**src/rtl/mac_pkg.sv**
```systemverilog
// Shared MAC definitions: transmit FSM states, CRC-32 constants and a
// byte-wide reflected CRC-32 update used by both the TX and RX sides.
package mac_pkg;

  typedef enum logic [2:0] {
    IDLE,
    DATA,
    PAD,
    FCS,
    ABORT,
    DROP,
    IFG
  } tx_state_e;

  localparam logic [31:0] CRC32_POLY = 32'hEDB88320;
  localparam logic [31:0] CRC32_INIT = 32'hFFFFFFFF;

  // Width of the frame byte counter (holds up to 2047, enough for MAX_LEN)
  localparam int CNT_W = 11;

  // One byte of reflected CRC-32: fold the byte into the low bits, then
  // shift out eight bits LSB first.
  function automatic logic [31:0] crc32_byte(input logic [31:0] crc,
                                             input logic [7:0]  data);
    logic [31:0] c;
    c = crc ^ {24'h000000, data};
    for (int i = 0; i < 8; i++) begin
      c = c[0] ? ((c >> 1) ^ CRC32_POLY) : (c >> 1);
    end
    return c;
  endfunction

endpackage

```
**src/rtl/mac_tx_fcs.sv**
```systemverilog
// CRC-32 accumulator for the transmit path. Clear has priority over update;
// the running value is exposed raw (not inverted) so the caller can send
// either the proper FCS (~crc) or a deliberately corrupted one (crc).
import mac_pkg::*;

module mac_tx_fcs (
  input  logic        clk,
  input  logic        rst_n,
  input  logic        clear,
  input  logic        update,
  input  logic [7:0]  data,
  output logic [31:0] crc
);

  // Running CRC over every emitted data/pad byte
  always_ff @(posedge clk or negedge rst_n) begin
    if (!rst_n) begin
      crc <= CRC32_INIT;
    end else if (clear) begin
      crc <= CRC32_INIT;
    end else if (update) begin
      crc <= crc32_byte(crc, data);
    end
  end

endmodule

```
**src/rtl/mac_tx.sv**
```systemverilog
// Ethernet frame transmitter: accepts client payload on a valid/ready
// stream, zero-pads to MIN_LEN, appends the CRC-32 FCS and emits one byte
// per cycle with no gaps inside a frame. Underrun or oversize frames are
// terminated with an inverted FCS and an abort pulse, the rest of the
// client frame is discarded, and an inter-frame gap follows every frame.
import mac_pkg::*;

module mac_tx #(
  parameter int MIN_LEN    = 60,
  parameter int MAX_LEN    = 1514,
  parameter int IFG_CYCLES = 12
) (
  input  logic       clk,
  input  logic       rst_n,
  input  logic       s_valid,
  output logic       s_ready,
  input  logic [7:0] s_data,
  input  logic       s_last,
  output logic       tx_valid,
  output logic [7:0] tx_data,
  output logic       tx_last,
  output logic       tx_abort,
  output logic       busy
);

  tx_state_e        state_reg;
  logic [CNT_W-1:0] count_reg;
  logic [CNT_W-1:0] count_next;
  logic [1:0]       idx_reg;
  logic [7:0]       ifg_reg;
  logic [31:0]      crc;
  logic [7:0]       fcs_byte;
  logic [7:0]       crc_data;
  logic             xfer;
  logic             crc_clear;
  logic             crc_update;

  // Client may push bytes only while a frame is being collected or dropped
  assign s_ready = (state_reg == IDLE) || (state_reg == DATA) || (state_reg == DROP);
  assign busy    = (state_reg != IDLE);
  assign xfer    = s_valid & s_ready;

  // Byte count after the current byte, saturating at MAX_LEN
  assign count_next = (count_reg == CNT_W'(MAX_LEN)) ? count_reg : count_reg + CNT_W'(1);

  // Raw CRC byte selected by the FCS byte index, LSB byte first
  assign fcs_byte = crc[{idx_reg, 3'b000} +: 8];

  // CRC covers payload and pad bytes; it restarts after each frame's 4th FCS byte
  assign crc_update = (xfer && ((state_reg == IDLE) || (state_reg == DATA))) || (state_reg == PAD);
  assign crc_data   = (state_reg == PAD) ? 8'h00 : s_data;
  assign crc_clear  = ((state_reg == FCS) || (state_reg == ABORT)) && (idx_reg == 2'd3);

  mac_tx_fcs u_fcs (
    .clk    (clk),
    .rst_n  (rst_n),
    .clear  (crc_clear),
    .update (crc_update),
    .data   (crc_data),
    .crc    (crc)
  );

  // Frame sequencing with registered output stream
  always_ff @(posedge clk or negedge rst_n) begin
    if (!rst_n) begin
      state_reg <= IDLE;
      count_reg <= '0;
      idx_reg   <= 2'd0;
      ifg_reg   <= 8'd0;
      tx_valid  <= 1'b0;
      tx_data   <= 8'h00;
      tx_last   <= 1'b0;
      tx_abort  <= 1'b0;
    end else begin
      tx_valid <= 1'b0;
      tx_data  <= 8'h00;
      tx_last  <= 1'b0;
      tx_abort <= 1'b0;
      unique case (state_reg)
        IDLE, DATA: begin
          if (xfer) begin
            tx_valid  <= 1'b1;
            tx_data   <= s_data;
            count_reg <= count_next;
            idx_reg   <= 2'd0;
            if (s_last) begin
              state_reg <= (count_next < CNT_W'(MIN_LEN)) ? PAD : FCS;
            end else if (count_next == CNT_W'(MAX_LEN)) begin
              // The MAX_LEN-th byte without s_last is still emitted, then the frame is killed
              state_reg <= ABORT;
            end else begin
              state_reg <= DATA;
            end
          end else if (state_reg == DATA) begin
            // Underrun: the first corrupted FCS byte goes out now so tx_valid stays contiguous
            tx_valid  <= 1'b1;
            tx_data   <= fcs_byte;
            idx_reg   <= 2'd1;
            state_reg <= ABORT;
          end
        end
        PAD: begin
          tx_valid  <= 1'b1;
          tx_data   <= 8'h00;
          count_reg <= count_next;
          if (count_next >= CNT_W'(MIN_LEN)) begin
            idx_reg   <= 2'd0;
            state_reg <= FCS;
          end
        end
        FCS: begin
          tx_valid <= 1'b1;
          tx_data  <= ~fcs_byte;
          idx_reg  <= idx_reg + 2'd1;
          if (idx_reg == 2'd3) begin
            tx_last   <= 1'b1;
            count_reg <= '0;
            ifg_reg   <= 8'd0;
            state_reg <= IFG;
          end
        end
        ABORT: begin
          tx_valid <= 1'b1;
          tx_data  <= fcs_byte;
          idx_reg  <= idx_reg + 2'd1;
          if (idx_reg == 2'd3) begin
            // The aborting byte never carries s_last, so the remainder is always drained
            tx_last   <= 1'b1;
            tx_abort  <= 1'b1;
            count_reg <= '0;
            state_reg <= DROP;
          end
        end
        DROP: begin
          if (xfer && s_last) begin
            ifg_reg   <= 8'd0;
            state_reg <= IFG;
          end
        end
        IFG: begin
          if (ifg_reg == 8'(IFG_CYCLES - 1)) begin
            state_reg <= IDLE;
          end else begin
            ifg_reg <= ifg_reg + 8'd1;
          end
        end
        default: begin
          state_reg <= IDLE;
        end
      endcase
    end
  end

endmodule

```
**config.mk**
```make
export PLATFORM = sky130hd
export DESIGN_NAME = mac_tx
export DESIGN_NICKNAME = d
export VERILOG_FILES = /design/src/rtl/mac_pkg.sv /design/src/rtl/mac_tx_fcs.sv /design/src/rtl/mac_tx.sv
export SDC_FILE = /design/constraint.sdc
export NUM_CORES = 1
export LEC_CHECK = 0
export ABC_AREA = 1
export ABC_CLOCK_PERIOD_IN_PS = 2480
export BUFFER_PORTS_ARGS = -buffer_cell sky130_fd_sc_hd__buf_2
export CORE_MARGIN = 4
export CORE_UTILIZATION = 60
export CTS_BUF_LIST = sky130_fd_sc_hd__clkbuf_8
export DETAILED_ROUTE_END_ITERATION = 8
export GPL_TIMING_DRIVEN = 0
export PLACE_DENSITY = 0.78
export SYNTH_ARGS = -nofsm -noshare
export SYNTH_HDL_FRONTEND = slang
export SYNTH_SLANG_ARGS = --single-unit
export TNS_END_PERCENT = 1
```
**constraint.sdc**
```tcl
create_clock -name clk -period 2.48 [get_ports clk]
set_input_delay 0.248 -clock clk [delete_from_list [all_inputs] [get_ports clk]]
set_output_delay 0.248 -clock clk [all_outputs]
set_load 0.1 [all_outputs]
```
# == Word-level counts from Yosys, hierarchy flattened ==
# Cells that the tools add are included.
# op_classes
mux,43
bitwise,11
n_shift,1
n_lt_le_gt_ge,2
n_eq_ne,19
n_addsub,3
n_reduce_logical,19
# ops
operator,n
$mux W32,10
$not A13 Y14,8
$mux W8,6
$pmux W8 S3,2
$mux W11,3
$pmux W11 S3,1
$shiftx A32 B6 Y8,1
$xor A32 B8 Y32,1
$mux W3,9
$eq A11 B11 Y1 const B,2
$pmux W3 S6,1
$add A11 B1 Y11 const B,1
$ge A11 B6 Y1 const B,1
$lt A11 B6 Y1 const B,1
$ne A2 B1 Y1 const B,5
$eq A3 B3 Y1 const B,3
$reduce_bool A3 Y1,3
$add A8 B1 Y8 const B,1
$eq A8 B4 Y1 const B,1
$not A8 Y8,1
$eq A3 B2 Y1 const B,2
$mux W1,6
$mux W2,3
$ne A2 B2 Y1 const B,3
16 further kinds,23
# totals
output_inout_bits,13
regBits,67
word_cells,107

# == Logic depth before layout (Yosys ltp) ==
# logic_depth
ltp_word,21
depth_mapped,17
mapped_depth_nobuf,16

# == Hierarchy ==
# From an unflattened synthesis, not the netlist that was laid out.
# unflattened
hier_cells,703
area_unflattened_um2,4901.0
# modules_own_cells
module,area_per_inst_um2,n_inst,cells_each,seq_area_each_um2
mac_tx_fcs,2484.9,1,348,840.8
mac_tx,2416.1,1,355,875.8

# == Worst setup path before layout ==
# No wires, ideal clock.
# synth_path
path_type,flip-flop to flip-flop
startpoint,register state_reg[2]
endpoint,register u_fcs.crc[15]
path_stages_with_launch,15
n_path_buf,1
arrival_time_ns,1.684
required_time_ns,2.404
setup_slack_ns,0.720
setup_ns,0.076
path_cell_list,dfrtp_1 -> nor2_4 -> nand2_2 -> buf_6 -> nand2_2 -> inv_2 -> nand2_1 -> nand2_2 -> nand2_1 -> nand2_2 -> or2_1 -> nand2_1 -> nand2_1 -> nand3_1 -> nand2_1
# synth_via
elab_chain_len,16
elab_cells_between_ends,30
classes_between,5 x eq/ne; 11 x mux; 6 x bitwise; 8 x reduce/logical
# synth_lines
item,line_no,source
from (decl),mac_tx.sv:26,tx_state_e state_reg;
from (signal assigned),mac_tx.sv:87,state_reg <= (count_next < CNT_W'(MIN_LEN)) ? PAD : FCS;
$eq A3 B2 Y1,"mac_tx.sv:50, mac_tx.sv:51",
$mux W8,mac_tx.sv:51,assign crc_data = (state_reg == PAD) ? 8'h00 : s_data;
$xor A32 B8 Y32,mac_pkg.sv:26,"c = crc ^ {24'h000000, data};"
$mux W32 (2 in series),mac_pkg.sv:28,c = c[0] ? ((c >> 1) ^ CRC32_POLY) : (c >> 1);
$not A13 Y14 (no line),n/a,
$mux W32,mac_pkg.sv:28,
$not A13 Y14 (no line),n/a,
$mux W32 (4 in series),mac_pkg.sv:28,
$not A13 Y14 (no line),n/a,
$mux W32,mac_pkg.sv:28,
$mux W32,mac_tx_fcs.sv:21,end else if (update) begin
$mux W32,mac_tx_fcs.sv:19,end else if (clear) begin
to (signal assigned),mac_tx_fcs.sv:22,"crc <= crc32_byte(crc, data);"
to (decl),mac_tx_fcs.sv:12,output logic [31:0] crc
# Parallel ways exist; a longest one is shown, timed or not. The select of a mux whose other input is x is not followed.
# A chain may end at the register's enable or synchronous reset.

# == Final worst setup path ==
# layout_path
startpoint,register idx_reg[0]
endpoint,register tx_data[5]
# layout_via
elab_chain_len,4
elab_cells_between_ends,5
classes_between,1 x shift; 3 x mux; 1 x bitwise
# layout_lines
item,line_no,source
from (decl),mac_tx.sv:29,logic [1:0] idx_reg;
from (signal assigned),mac_tx.sv:114,idx_reg <= idx_reg + 2'd1;
from (signal assigned),mac_tx.sv:125,idx_reg <= idx_reg + 2'd1;
$shiftx A32 B6 Y8 (*),mac_tx.sv:47,"assign fcs_byte = crc[{idx_reg, 3'b000} +: 8];"
$mux W8,mac_tx.sv:94,end else if (state_reg == DATA) begin
$mux W8,mac_tx.sv:81,if (xfer) begin
$pmux W8 S3 (*),mac_tx.sv:79,unique case (state_reg)
to (signal assigned),mac_tx.sv:83,tx_data <= s_data;
to (signal assigned),mac_tx.sv:97,tx_data <= fcs_byte;
to (signal assigned),mac_tx.sv:113,tx_data <= ~fcs_byte;
to (decl),mac_tx.sv:20,"output logic [7:0] tx_data,"
# Mark *: on every way between the ends. The rest lies on a longest branch, timed or not.

==> impl_metrics.toml <==
[sta]
maxSlewViolCount = 0
grt_setup_unrepaired = "no"
holdWs_ns = -0.0142
post-route-period-util_pct = 94.2
fin_skew_ns = 0.0153
setup_total_negative_slack_ns = 0
max_freq_ghz = 0.428
worstMarginPinSlew_ns = 0.889
period_needed_ns = 2.34
final-setup-viol-count = 0
timing.final.hold_violations = 4
slew_margin_rel_pct = 40.7

[synth]
synth-edff-count = 0
synthCells = 711
synthSimpleGateAreaFrac_pct = 32.9
yosys-mux-area-fraction_pct = 0
ys_top_cells_by_count = "219 x nand2_1, 87 x inv_1, 55 x nand3_1"
synth_top_cell_by_area = "dfrtp_1"
synth_fp_nets = 727
post_synthesis_sequential_element_count = 67
synth-compound-area-share_pct = 12.2
yosysWarnings = 0
synth_top_area_share_pct = 17.6
synthesis.area_um2 = 4990
ys_top_cells_by_area = "dfrtp_1 18%, dfstp_2 17%, nand2_1 16%, inv_1 6.5%, xor2_1 6.0%"
synth-seq-area-share_pct = 34.4
yosysMostFrequentCell = "nand2_1"
async_sr_flop_fraction_pct = 100
synth-adder-area-share_pct = 1.00
yosysUniqueCellTypes = 41
combinational_family_with_the_most_area_after_synthesis = "simple AND/OR/NAND/NOR gates"
xor_xnor_share_of_the_synthesized_area_pct = 9.96
synth_ff_type = "dfrtp_1"
mean_cell_area_of_the_mapped_netlist_um2 = 7.02

[grt]
antenna_found_initial = 0
grt_pass1_wl_um = 23000
grt_start_max_net_pins = 68
grt_pass1_vias = 4707
grt.total_usage_pct = 29.4
grt.overflow.total = 0

[setup_path]
critical_path.startpoint_type = "flop"
element_type_at_the_critical_path_end = "flop"
setup.worst_path.class = "reg -> reg"
path_max_fanout = 10
critical_path.startpoint = "idx_reg[0]"
crit_required_ns = 2.73
critPathArrivalTime_ns = 2.59
crit-reg2reg-launch = "idx_reg[0]"

[clocking]
clk_pin_slew_worst_paths_ns = 0.09
ctsHoldBuffers = 0
buffer_cell_driving_the_clock_tree_root = "clkbuf_8"
h_tree_depth = 3
max-clock-path-buffers = 2
worst_skew_pair.late_latency_ns = 0.36
clock-sinks = 67
clock_tree_from_tritoncts = "built"
cts_setup_buffers = 0
tritoncts.num_buffers = 9

[detailed_routing]
via_count = 4977
final_antenna_net_count = 0
first_iter_violations = 368
post-route-drc-count = 0
routedWlPerCell_um = 16.5
detail_route.first_pass.iterations = 7
mean_number_of_vias_per_cell = 5.83
route.final.wire_length_um = 14100

[floorplan]
start_util_pct = 63.2
core-area_um2 = 7890
row_count = 32
dieWidth_um = 99.2
fp.dieArea_um2 = 9840
die_h_um = 99.2
design.portCount = 25

[cells_and_area]
largest_reg_flops = 32
area_growth_syn_to_layout_pct = 9.98
fin_area_um2 = 5490
post_route_cells_drive_above_1_share_pct = 18.1
antenna-diode-count = 0
nNetsFinal = 762

[placed_design]
gpl.final_weighted_congestion = 0.998
dp_hpwl_um = 10000
numPortBuffers = 24
detailed_place.area_um2 = 5240

[status]
result_of_the_run = "finished with violations"
failing_checks = "negative hold slack"

[flow_run]
max_cap_viol_count = 0

[worst_hold_path]
min_path_type = "in -> async"
## final timing paths
path	endpoint	slack, ns	cells after the start
worst min-delay path	count_reg[9]	-0.01	1
max in group asynchronous	tx_data[7]	1.90	1
worst max-delay path	tx_data[5]	0.14	8
worst min register to register	u_fcs.crc[19]	0.47	2
worst max register to register	tx_data[5]	0.14	8
min in group clk	tx_data[7]	0.20	3
## cell usage in the layout (no fill, tap or decap), types with 8 or more instances in the layout
master / Yosys / layout
nand2_1: 219 / 219
inv_1: 87 / 87
nand3_1: 55 / 55
o21ai_0: 48 / 48
nor2_1: 35 / 35
dfrtp_1: 35 / 35
xor2_1: 34 / 33
a21oi_1: 32 / 32
dfstp_2: 32 / 32
buf_2: 7 / 30
o22ai_1: 20 / 20
nand2_2: 15 / 15
inv_2: 12 / 12
clkbuf_1: 9 / 9
clkbuf_8: 0 / 9
nor4_1: 8 / 8
nand4_1: 8 / 8
## logic make-up after synthesis
logic type	Yosys count
buf+inv	119
flops	67
simple gates	364
compound gates	111
xor+xnor	46
fa+ha+maj	4
## cell type report
| type | count | area [µm²] |
|---|---|---|
| timing repair buffer | 24 | 123 |
| clock inverter | 7 | 116 |
| fill | 687 | 2400 |
| multi-input combinational | 525 | 2800 |
| tap | 102 | 128 |
| buffer | 19 | 98.8 |
| inverter | 100 | 378 |
| sequential | 67 | 1720 |
| clock buffer | 9 | 124 |
## critical path: stages (launching register included)
cell and delay, ns:
dfrtp_1 0.39, clkbuf_1 0.45, clkbuf_1 0.46, a21oi_1 0.12
o21ai_0 0.16, nand2_1 0.16, nor4_1 0.19, a21oi_1 0.06
o21ai_0 0.24
## stage by stage
step                utilization (%)  instances  setup slack (ns)
floorplan                         -        711             0.720
global placement               66.4        837             0.235
detailed placement             66.4        837             0.217
CTS                            69.5        853             0.191
global route                   69.6        853            0.0166
finish                         69.6        853             0.143
## layer usage
metal	up-vias	GRT usage [%]	wire, µm
met4	0	13.2	565
li1	2346	-	-
met5	-	0	0
met1	2343	38.7	5770
met2	232	48.0	6670
met3	56	4.28	1060
## timing repair
item                                   in CTS  in global routing
endpoints found under the hold margin       0                  0
setup endpoints to repair                   0                  3
gates resized for setup                     0                  1
Power is not shown: default switching activity piles up to over one toggle a cycle in this logic, so the estimate is an artifact.
